--- config.mk ---
export PLATFORM = sky130hd
export DESIGN_NAME = combo_arbiter
export DESIGN_NICKNAME = d
export VERILOG_FILES = /design/src/rtl/combo_arb_pkg.sv /design/src/rtl/combo_arbiter_rr_pick.sv /design/src/rtl/combo_arbiter.sv
export SDC_FILE = /design/constraint.sdc
export NUM_CORES = 1
export LEC_CHECK = 0
export CAP_MARGIN = 20
export CELL_PAD_IN_SITES_DETAIL_PLACEMENT = 1
export CELL_PAD_IN_SITES_GLOBAL_PLACEMENT = 1
export CORE_ASPECT_RATIO = 1.25
export CORE_MARGIN = 3
export CORE_UTILIZATION = 39
export DETAILED_ROUTE_END_ITERATION = 7
export GPL_ROUTABILITY_DRIVEN = 1
export GPL_TIMING_DRIVEN = 0
export MAX_ROUTING_LAYER = met4
export PLACE_DENSITY = 0.84
export SYNTH_ARGS = -nofsm -noshare
export SYNTH_HDL_FRONTEND = slang
export SYNTH_SLANG_ARGS = --single-unit
--- constraint.sdc ---
create_clock -name clk -period 5.4 [get_ports clk]
set_input_delay 0.81 -clock clk [delete_from_list [all_inputs] [get_ports clk]]
set_output_delay 0.81 -clock clk [all_outputs]
set_load 0.03 [all_outputs]
--- src/rtl/combo_arb_pkg.sv ---
// Shared types and constants for the combo arbiter slice.
// Optional build macro honoured by the slice: COMBO_ARB_PRIO_EN.
package combo_arb_pkg;

    localparam int OPND_W = 4;
    localparam int CNT_W  = 4;

    typedef enum logic [1:0] {
        IDLE = 2'd0,
        RUN  = 2'd1,
        DONE = 2'd2
    } state_t;

endpackage

--- src/rtl/combo_arbiter_rr_pick.sv ---
// Combinational round-robin picker: first requester at or after ptr_i, wrapping.
module rr_pick #(
    parameter int NREQ  = 4,
    parameter int IDX_W = 2
) (
    input  logic [NREQ-1:0]  req_i,
    input  logic [IDX_W-1:0] ptr_i,
    output logic [NREQ-1:0]  gnt_o,
    output logic [IDX_W-1:0] idx_o,
    output logic             valid_o
);

    logic [IDX_W-1:0] cand;

    always_comb begin
        gnt_o   = '0;
        idx_o   = '0;
        valid_o = 1'b0;
        cand    = '0;
        for (int k = 0; k < NREQ; k++) begin
            cand = IDX_W'((int'(ptr_i) + k) % NREQ);
            if (!valid_o && req_i[cand]) begin
                valid_o     = 1'b1;
                idx_o       = cand;
                gnt_o[cand] = 1'b1;
            end
        end
    end

endmodule

--- src/rtl/combo_arbiter.sv ---
// Arbitrates NREQ requesters onto one shared combo/dff/mux datapath, one operation at a time.
// Define COMBO_ARB_PRIO_EN to give requester 0 absolute priority over the round-robin group.
module combo_arbiter
    import combo_arb_pkg::*;
#(
    parameter int NREQ   = 4,
    parameter int SETTLE = 2
) (
    input  logic                     clk,
    input  logic                     rst,
    input  logic [NREQ-1:0]          req,
    input  logic [OPND_W*NREQ-1:0]   opnd,
    output logic [NREQ-1:0]          gnt,
    output logic [OPND_W-1:0]        dp_abcd,
    input  logic                     dp_f,
    output logic                     busy,
    output logic                     rsp_valid,
    output logic [$clog2(NREQ)-1:0]  rsp_id,
    output logic                     rsp_f
);

    localparam int IDX_W = $clog2(NREQ);

    state_t             state_q, state_d;
    logic [IDX_W-1:0]   ptr_q, ptr_d;
    logic [CNT_W-1:0]   cnt_q, cnt_d;
    logic [OPND_W-1:0]  opnd_q, opnd_d;
    logic [IDX_W-1:0]   idx_q, idx_d;
    logic [IDX_W-1:0]   rspId_q, rspId_d;
    logic               rspF_q, rspF_d;

    logic [NREQ-1:0]    rrReq, rrGnt, winGnt;
    logic [IDX_W-1:0]   rrIdx, winIdx;
    logic               rrValid, winValid, prioWin;

    rr_pick #(
        .NREQ  (NREQ),
        .IDX_W (IDX_W)
    ) uPick (
        .req_i   (rrReq),
        .ptr_i   (ptr_q),
        .gnt_o   (rrGnt),
        .idx_o   (rrIdx),
        .valid_o (rrValid)
    );

`ifdef COMBO_ARB_PRIO_EN
    // Requester 0 bypasses the rotation entirely, so it must not touch ptr.
    assign rrReq = {req[NREQ-1:1], 1'b0};

    always_comb begin
        winGnt   = rrGnt;
        winIdx   = rrIdx;
        winValid = rrValid;
        prioWin  = 1'b0;
        if (req[0]) begin
            winGnt   = NREQ'(1);
            winIdx   = '0;
            winValid = 1'b1;
            prioWin  = 1'b1;
        end
    end
`else
    assign rrReq    = req;
    assign winGnt   = rrGnt;
    assign winIdx   = rrIdx;
    assign winValid = rrValid;
    assign prioWin  = 1'b0;
`endif

    always_ff @(posedge clk or posedge rst) begin
        if (rst) begin
            state_q <= IDLE;
            ptr_q   <= '0;
            cnt_q   <= '0;
            opnd_q  <= '0;
            idx_q   <= '0;
            rspId_q <= '0;
            rspF_q  <= 1'b0;
        end else begin
            state_q <= state_d;
            ptr_q   <= ptr_d;
            cnt_q   <= cnt_d;
            opnd_q  <= opnd_d;
            idx_q   <= idx_d;
            rspId_q <= rspId_d;
            rspF_q  <= rspF_d;
        end
    end

    // Grant is combinational in IDLE and gated by rst so nothing leaks out while reset is held.
    always_comb begin
        state_d   = state_q;
        ptr_d     = ptr_q;
        cnt_d     = cnt_q;
        opnd_d    = opnd_q;
        idx_d     = idx_q;
        rspId_d   = rspId_q;
        rspF_d    = rspF_q;
        gnt       = '0;
        rsp_valid = 1'b0;
        rsp_id    = rspId_q;
        rsp_f     = rspF_q;
        busy      = (state_q != IDLE);

        unique case (state_q)
            IDLE: begin
                if (winValid && !rst) begin
                    gnt     = winGnt;
                    opnd_d  = opnd[OPND_W*winIdx +: OPND_W];
                    idx_d   = winIdx;
                    cnt_d   = CNT_W'(SETTLE);
                    state_d = RUN;
                    if (!prioWin) begin
                        ptr_d = (winIdx == IDX_W'(NREQ-1)) ? '0 : winIdx + IDX_W'(1);
                    end
                end
            end
            RUN: begin
                cnt_d = cnt_q - CNT_W'(1);
                if (cnt_q == CNT_W'(1)) begin
                    state_d = DONE;
                end
            end
            DONE: begin
                rsp_valid = 1'b1;
                rsp_id    = idx_q;
                rsp_f     = dp_f;
                rspId_d   = idx_q;
                rspF_d    = dp_f;
                state_d   = IDLE;
            end
            default: begin
                state_d = IDLE;
            end
        endcase
    end

    assign dp_abcd = opnd_q;

endmodule

==> results.ini, run 1 <==
[run_status]
status = complete, no violations

[power_and_ir_drop]
pwr_density_cell_nw_per_um2 = 595.0
intPower_uw = 571.1
p_seq_share_pct = 21.7
power_uw = 1110
p_comb_share_pct = 69.8
p_sw_share_pct = 48.56
p_clk_share_pct = 8.5
p_sw_uw = 539.0
p_leak_uw = 0.0007585
max-vdd-ir-drop_uv = 321.1

[grt]
grt_usage_pct = 18.95
overflow = 0
grt_pass1_vias = 1447
grt_first_pass_wirelength_mm = 6.327
antenna_found_initial = 0
grt_max_degree = 18

[placement]
dp_hpwl_mm = 3.084
gp_congestion = 0.9226
port_buffers = 33

[yosys]
ys_warn_count = 0
synth_area_per_cell_um2 = 8.953
syn-cell-area_um2 = 1441
ys_seq_elements = 17
synthCells = 161
async_flop_share_pct = 100.0
synth.distinct_cells = 47
synth-edff-count = 0
ys.flop_type = dfrtp_1
synth_fp_nets = 194
seq_area_frac_synth_pct = 29.51

[timing]
finalSetupViolations = 0
slew_violations = 0
fin_skew_ns = 0.002265
relSlewSlack_pct = 58.13
rsz0062_at_grt = no
fin_crit_ns = 4.325
hold_viol = 0
worstMarginPinSlew_ns = 0.6274
fin_setup_tns_ns = 0
timing.final.crit_share_pct = 80.09
fmax_mhz = 231.2

[clock_tree]
clockBufferDepth = 2
cts_post_setup_buffers_inserted = 0
cts_tree = done
clk_pin_slew_ns = 0.06
clock_sinks = 17
htreeDepth = 1
cts_buffers = 3
cts_hold_buf = 0
post_cts_resize_count = 0
insertion_delay_ns = 0.25
root_buffer = clkbuf_8

[critical_path]
cp.arrival_ns = 3.51
slowest_delay_ns = 0.69
critPathSlowestCell = clkdlybuf4s50_1
ff2ff_setup_slack_ns = 2.55
cp.required_ns = 4.59
path_cells = buf_6 > buf_2 > inv_2 > ha_1 > mux4_2 > nor2b_4 > buf_6 > a221o_1 > o21ai_1 > a21oi_1 > clkdlybuf4s50_1
worst-path-max-fanout = 11
worstSetupStartpointType = flop
crit_family = buffers and inverters
cp-end-kind = primary output
crit_path_frequent_cell = buf_6
cp_num_buf_inv = 5
worstSetupPathType = reg2out

[worst_hold_path]
hold_class = reg2reg

[finish]
mostFrequentLayoutCells = clkdlybuf4s50_1 (33), nand2_1 (20), dfrtp_1 (17)
layout.nets = 232
layout_commonest_cell = clkdlybuf4s50_1
area_growth_pct = 29.43
diodes = 0
layout-drive-gt1-share_pct = 13.13

[detailed_routing]
vias = 1383
viasPerCell = 5.835
route.detailed.drc = 0
wl_mm = 3.868
routedWlPerCell_um = 16.32
drtPass1Iterations = 4
drtAntennaViolNets = 0
drt-initial-drc-count = 44

[floorplan]
start_util_pct = 41.03
die_h_um = 73.97
core_um2 = 3513
rows = 24
dieArea_um2 = 4466
die_x_um = 60.38
io_pins = 36

[job]
drv_cap = 0

## final timing paths
| path | startpoint | to | cells after the start |
|---|---|---|---|
| worst max-delay path | ptr_q[0] | gnt[1] | 11 |
| worst min-delay path | idx_q[0] | idx_q[0] | 1 |
| worst max register to register | ptr_q[0] | dp_abcd[3] | 9 |
| worst min register to register | idx_q[0] | idx_q[0] | 1 |
| max in group asynchronous | rst | dp_abcd[3] | 2 |
| min in group asynchronous | rst | state_q[1] | 2 |
## worst reg2reg max path: stages (launching register included)
cell and delay, ns:
dfrtp_1 0.47, buf_6 0.17, buf_2 0.24, inv_2 0.17, ha_1 0.44, mux4_2 0.42
nand2b_1 0.31, a21oi_2 0.22, o21ai_0 0.11, a211oi_1 0.21
## power by group through the flow
stage | registers (uW) | logic (uW) | clock network (uW)
finish | 240 | 775 | 94.5
global route | 248 | 847 | 103
CTS | 241 | 779 | 99.1
detailed placement | 241 | 777 | 0
global placement | 237 | 750 | 0
floorplan | 257 | 536 | 0
## synthesized netlist by cell type, drive strengths merged, types with 4 or more instances
cell    instances  area [um2]
a21oi           6       33.78
inv             7       26.27
dfrtp          17       425.4
ha             10       125.1
o21ai          16       91.34
a22oi           4       30.03
nand3           9       50.05
nor2            7       26.28
a211oi          8       60.06
nor2b           4       32.53
nand2          20       75.07
mux2            6       67.56
nor3            6       35.03
a31oi           4       25.02
buf             5       43.79
a221o           5       50.05
## through the flow
step	utilization [%]	hold slack [ns]	cells	area, um2	worst slack [ns]
after floorplan	-	0.4414	161	1441	2.011
after global placement	51.82	0.4695	233	1821	1.376
after detailed placement	51.82	0.4745	233	1821	1.325
after CTS	53.10	0.4966	237	1866	1.057
after global routing	53.10	0.5156	237	1866	0.8537
final	53.10	0.4911	237	1866	1.075
## per-layer routing
metal	up-vias	track usage [%]	share of wire, %
met4	0	6.650	1.5
met5	-	-	0
met2	24	34.25	53
li1	666	-	-
met3	7	2.257	3.3
met1	686	20.97	42
## state kept, by name, summed over array words and instances (netlist names)
register and flops:
state_q 2, dp_abcd 4, rspId_q 2, idx_q 2, ptr_q 2, rspF_q 1
cnt_q 4
## cell type report
type / instances / area, um2
multi-input combinational: 129 / 933.4
clock buffer: 4 / 45.04
inverter: 7 / 26.28
buffer: 8 / 56.30
sequential: 17 / 425.4
fill: 417 / 1648
timing repair buffer: 33 / 330.3
tap: 39 / 48.80
## cells by family after synthesis
group | Yosys count | synth area share, %
AOI/OAI and AO/OA | 54 | 26.65
and+or+nand+nor | 55 | 19.45
adders and majority gates | 10 | 8.681
DFF | 17 | 29.51
buffers and inverters | 15 | 5.729
muxes | 9 | 9.374
xor gates and xnor gates | 1 | 0.6077
(Power assumes the default switching activity.)
==> run 2, diff against run 1 <==
Settings changed: CORE_UTILIZATION 39 to 37, PLACE_DENSITY 0.84 to 0.81.
Clock period 5.4 ns to 4.4 ns, I/O delays scaled along.
==> run 2 against run 1 <==
Against the previous run:
- clock skew about the same
- global-route usage rose by 0.22 points
- routed wire length is 2.8% higher
- sequential share of layout area decreased by 0.061 points
- cell area grew 0.27%
- register-to-register slack lost 1.0 ns
- non-clock buffer count stayed put
- sequential power is 23% higher
- die area increased by 4.9%
- setup slack got worse by 0.90 ns
- critical path type unchanged
- largest power group unchanged
- highest routed layer unchanged
==> results.ini, run 2 (synthesis gave the netlist of run 1 again) <==
[timing]
worstMarginPinSlew_ns = 0.6184  ; was 0.6274 ns
setup_ws_ns = 0.1759  ; was 1.075 ns
relSlewSlack_pct = 58.73  ; was 58.13%
fin_crit_ns = 4.224
fmax_mhz = 236.7
slew_violations = 0  ; unchanged
finalSetupViolations = 0  ; unchanged
timing.final.crit_share_pct = 96.00
hold_viol = 0  ; unchanged
rsz0062_at_grt = no  ; unchanged
fin_setup_tns_ns = 0  ; unchanged
fin_skew_ns = 0.001994  ; was 0.002265 ns

[detailed_routing]
wl_mm = 3.977  ; was 3.868 mm
drt-met1-wl_mm = 1.719  ; was 1.624 mm
wl_met3_um = 88  ; was 127 um
drt-initial-drc-count = 50  ; was 44
drtAntennaViolNets = 0  ; unchanged
dr_wl_met2_mm = 2.127  ; was 2.058 mm
route.detailed.drc = 0  ; unchanged
routedWlPerCell_um = 16.78  ; was 16.32 um
viasPerCell = 5.793  ; was 5.835
drtPass1Iterations = 4  ; unchanged
vias = 1373  ; was 1383
top_layer = met4  ; unchanged

[floorplan]
io_pins = 36  ; unchanged
start_util_pct = 40.00  ; was 41.03%
die_h_um = 75.78  ; was 73.97 um
rows = 24  ; unchanged
dieArea_um2 = 4685  ; was 4466 um2
die_x_um = 61.83  ; was 60.38 um
core_um2 = 3603  ; was 3513 um2

[worst_hold_path]
hold_class = reg2reg  ; unchanged

[finish]
area_growth_pct = 29.77  ; was 29.43%
layout_commonest_cell = clkdlybuf4s50_1  ; unchanged
layout.nets = 232  ; unchanged
mostFrequentLayoutCells = clkdlybuf4s50_1 (31), nand2_1 (20), dfrtp_1 (17)  ; was clkdlybuf4s50_1 (33), nand2_1 (20), dfrtp_1 (17)
diodes = 0  ; unchanged
layout-drive-gt1-share_pct = 13.13  ; unchanged

[clock_tree]
root_buffer = clkbuf_8  ; unchanged
cts_buffers = 3  ; unchanged
clockBufferDepth = 2  ; unchanged
clk_pin_slew_ns = 0.06  ; about the same
insertion_delay_ns = 0.25  ; about the same
clock_sinks = 17  ; unchanged
cts_tree = done  ; unchanged
htreeDepth = 1  ; unchanged

[power_and_ir_drop]
power_uw = 1363  ; was 1110 uW
max-vdd-ir-drop_uv = 275.3  ; was 321.1 uV
p_leak_uw = 0.0007929  ; was 0.0007585 uW
pwr_density_cell_nw_per_um2 = 728.6  ; was 595.0 nW/um2

[grt]
grt_first_pass_wirelength_mm = 6.651  ; was 6.327 mm
grt_usage_pct = 19.17  ; was 18.95%
grt_pass1_vias = 1457  ; was 1447
antenna_found_initial = 0  ; unchanged
grt_max_degree = 18  ; unchanged
overflow = 0  ; unchanged

[job]
drv_cap = 0  ; unchanged

[placement]
dp_hpwl_mm = 3.210  ; was 3.084 mm
gp_congestion = 0.8805  ; was 0.9226
port_buffers = 33  ; unchanged
dpl_worst_slack_ns = 0.4433  ; was 1.325 ns

[critical_path]
cp-end-kind = primary output  ; unchanged
worstSetupStartpointType = flop  ; unchanged
cp.arrival_ns = 3.56  ; was 3.51 ns
worst-path-max-fanout = 11  ; unchanged
ff2ff_setup_slack_ns = 1.51  ; was 2.55 ns
worstSetupPathType = reg2out  ; unchanged
cp.required_ns = 3.74  ; was 4.59 ns

[run_status]
status = complete, no violations  ; unchanged

==> run 2: cell count changes in the layout (fill, tap and decap cells not counted), sizes merged <==
cell           before  now
dlymetal6s2s        0    2
clkdlybuf4s50      33   31
==> run 2: worst max-delay path: stages (launching register included) <==
cell and delay [ns]:
dfrtp_1 0.49, buf_6 0.17, buf_2 0.24, inv_2 0.16, ha_1 0.44, mux4_2 0.43
nor2b_4 0.14, buf_6 0.16, a221o_1 0.14, o21ai_1 0.06, a21oi_1 0.17, clkdlybuf4s50_1 0.71
==> run 2: repair_timing <==
item | in CTS | in global routing
setup buffers | 0 | 0
hold buffers | 0 | 0
resized for setup | 0 | 2
hold endpoints to repair | 0 | 0
setup endpoints to repair | 0 | 2
==> run 2: per-stage QoR <==
step	instance area [um2]	utilization, %	instances	hold slack [ns]
6_report	1871	51.91	237	0.4790
5_1_grt	1871	51.91	237	0.5053
4_1_cts	1866	51.77	237	0.4879
3_5_place_dp	1821	50.52	233	0.4685
3_3_place_gp	1821	50.52	233	0.4694
2_1_floorplan	1441	-	161	0.4414
==> run 2: area by class of cell <==
| class | instances | area (um2) |
|---|---|---|
| clock buffer | 4 | 45.04 |
| fill | 425 | 1733 |
| sequential | 17 | 425.4 |
| timing repair buffer | 33 | 335.3 |
| inverter | 7 | 26.28 |
| tap | 39 | 48.80 |
| buffer | 8 | 56.30 |
| multi-input combinational | 129 | 933.4 |
==> run 2: path summary, 6_finish.rpt <==
check	cells past startpoint	endpoint	from
min	2	idx_q[1]	idx_q[1]
max	11	gnt[2]	ptr_q[0]
min in group asynchronous	2	cnt_q[3]	rst
max reg2reg	9	dp_abcd[0]	ptr_q[0]
max in group asynchronous	2	dp_abcd[1]	rst
min reg2reg	2	idx_q[1]	idx_q[1]
==> run 2: routing by layer <==
metal  global-route usage, %  up-vias
met1                   22.58      669
li1                        -      677
met4                   5.660        0
met3                   1.525        5
met2                   34.11       22
met5                       -        -
==> run 2: power by group <==
group	internal, uW	switching (uW)
Sequential	233	62.9
Combinational	404	551
Clock	64.1	48.9
Total	700	663
==> run 3, diff against run 2 <==
Settings changed: CORE_MARGIN 3 to default.
==> run 3 against run 2 <==
Against the previous run:
- the run now ends with DRC left
- fmax down 0.38%
- setup slack worse by 0.016 ns
- cell area unchanged
- register-to-register slack worse by 0.06 ns
- clock power about the same
- core utilization down 2.1 points
- die area down 11%
- global-route usage up 1.7 points
- critical path depth unchanged
- final cell count up 0.42%
==> results.ini, run 3 (synthesis gave the netlist of run 1 again) <==
[run_status]
status = finished, violations left  ; was complete, no violations
violations = DRC

[critical_path]
cp.required_ns = 3.74  ; about the same
worst-path-max-fanout = 11  ; unchanged
worstSetupPathType = reg2out  ; unchanged
worstSetupStartpointType = flop  ; unchanged
cp.arrival_ns = 3.58  ; was 3.56 ns
cp-end-kind = primary output  ; unchanged

[clock_tree]
root_buffer = clkbuf_8  ; unchanged
clock_sinks = 17  ; unchanged
insertion_delay_ns = 0.25  ; about the same
cts_buffers = 3  ; unchanged
clk_pin_slew_ns = 0.07  ; was 0.06 ns
cts_tree = done  ; unchanged
clockBufferDepth = 2  ; unchanged
cts_post_setup_buffers_inserted = 0  ; unchanged
htreeDepth = 1  ; unchanged

[detailed_routing]
viasPerCell = 5.832  ; was 5.793
route.detailed.drc = 2  ; was 0
routedWlPerCell_um = 17.12  ; was 16.78 um
drt-initial-drc-count = 27  ; was 50
wl_mm = 4.075  ; was 3.977 mm
drtAntennaViolNets = 0  ; unchanged
vias = 1388  ; was 1373
drtPass1Iterations = 6  ; was 4

[timing]
fmax_mhz = 235.8  ; was 236.7 MHz
rsz0062_at_grt = no  ; unchanged
fin_skew_ns = 0.004715  ; was 0.001994 ns
worstMarginPinSlew_ns = 0.6356  ; was 0.6184 ns
finalSetupViolations = 0  ; unchanged
fin_setup_tns_ns = 0  ; unchanged
fin_crit_ns = 4.240  ; was 4.224 ns
relSlewSlack_pct = 57.58  ; was 58.73%
hold_viol = 0  ; unchanged
slew_violations = 0  ; unchanged
timing.final.crit_share_pct = 96.37  ; was 96.00%

[placement]
gp_congestion = 0.8663  ; was 0.8805
dp_hpwl_mm = 3.197  ; was 3.210 mm
place_inst = 234  ; was 233
port_buffers = 33  ; unchanged
placed_area_um2 = 1822  ; was 1821 um2

[finish]
diodes = 0  ; unchanged
layout_commonest_cell = clkdlybuf4s50_1  ; unchanged
mostFrequentLayoutCells = clkdlybuf4s50_1 (32), nand2_1 (20), dfrtp_1 (17)  ; was clkdlybuf4s50_1 (31), nand2_1 (20), dfrtp_1 (17)
layout-drive-gt1-share_pct = 13.64  ; was 13.13%
final_area_um2 = 1871  ; unchanged
fin_cells = 238  ; was 237
layout.nets = 232  ; unchanged
area_growth_pct = 29.77  ; unchanged
fillCellCount = 450  ; was 425

[floorplan]
dieArea_um2 = 4151  ; was 4685 um2
rows = 25  ; was 24
io_pins = 36  ; unchanged
core_um2 = 3754  ; was 3603 um2
die_x_um = 57.83  ; was 61.83 um
die_h_um = 71.78  ; was 75.78 um
start_util_pct = 38.40  ; was 40.00%

[grt]
antenna_found_initial = 0  ; unchanged
grt_first_pass_wirelength_mm = 6.561  ; was 6.651 mm
grt_usage_pct = 20.82  ; was 19.17%
grt_max_degree = 18  ; unchanged
grt_pass1_vias = 1408  ; was 1457
overflow = 0  ; unchanged

[power_and_ir_drop]
max-vdd-ir-drop_uv = 349.8  ; was 275.3 uV
pwr_density_cell_nw_per_um2 = 737.0  ; was 728.6 nW/um2
p_leak_uw = 0.0007786  ; was 0.0007929 uW

[job]
drv_cap = 0  ; unchanged

[worst_hold_path]
hold_class = reg2reg  ; unchanged

[run 3: power by group]
group	internal, uW	total [uW]	switching [uW]	leakage, uW
clock	62.9	116	53.0	0.0000255
sequential	233	296	63.7	0.000205
combinational	405	967	562	0.000548
total	700	1380	678	0.000779
[run 3: critical path, stage by stage, from the launching register on]
cell             delay, ns
dfrtp_1               0.48
buf_6                 0.18
buf_2                 0.25
inv_2                 0.17
ha_1                  0.45
mux4_2                0.44
nor2b_4               0.14
buf_6                 0.16
a221o_1               0.16
o21ai_1               0.06
a21oi_1               0.15
clkdlybuf4s50_1       0.69
[run 3: metrics by stage]
stage | hold slack [ns] | setup WS, ns | util [%] | total power [uW]
finish | 0.4957 | 0.1598 | 49.83 | 1379
global route | 0.5198 | 0.01145 | 49.83 | 1482
CTS | 0.5019 | 0.1357 | 49.77 | 1387
detailed placement | 0.4838 | 0.4406 | 48.53 | 1266
global placement | 0.4664 | 0.5190 | 48.53 | 1214
floorplan | 0.4414 | 1.161 | - | 973.9
[run 3: repair_timing]
item	4_1_cts	5_1_grt
gates resized for setup	0	1
hold buffers	0	0
endpoints found under the setup margin	0	1
[run 3: layout make-up]
class                   instances  area (um2)  area share (%)
clock inverters                 1       5.005          0.2676
plain buffers                   8       56.30           3.010
flip-flops and latches         17       425.4           22.74
multi-input cells             129       933.4           49.90
clock buffers                   3       41.29           2.207
well taps                      40       50.05           2.676
inverters                       7       26.28           1.405
repair buffers                 33       332.8           17.79
[run 3: metal layers]
metal | wire (um) | track usage (%) | share of wire, % | vias up
met4 | 56 | 8.201 | 1.4 | 0
met5 | 0 | - | 0 | -
li1 | - | - | - | 670
met2 | 2126 | 36.53 | 52 | 27
met3 | 76 | 1.805 | 1.9 | 7
met1 | 1816 | 24.21 | 45 | 684
[run 3: path summary, 6_finish.rpt]
path                       startpoint          to  slack (ns)  depth (start not counted)
min in group asynchronous         rst  state_q[1]        0.85                          2
hold reg to reg              idx_q[0]    idx_q[0]        0.50                          1
hold / removal               idx_q[0]    idx_q[0]        0.50                          1
max in group asynchronous         rst    ptr_q[1]        3.14                          2
setup / recovery             ptr_q[0]      gnt[0]        0.16                         11
setup reg to reg             ptr_q[0]  dp_abcd[2]        1.45                          9
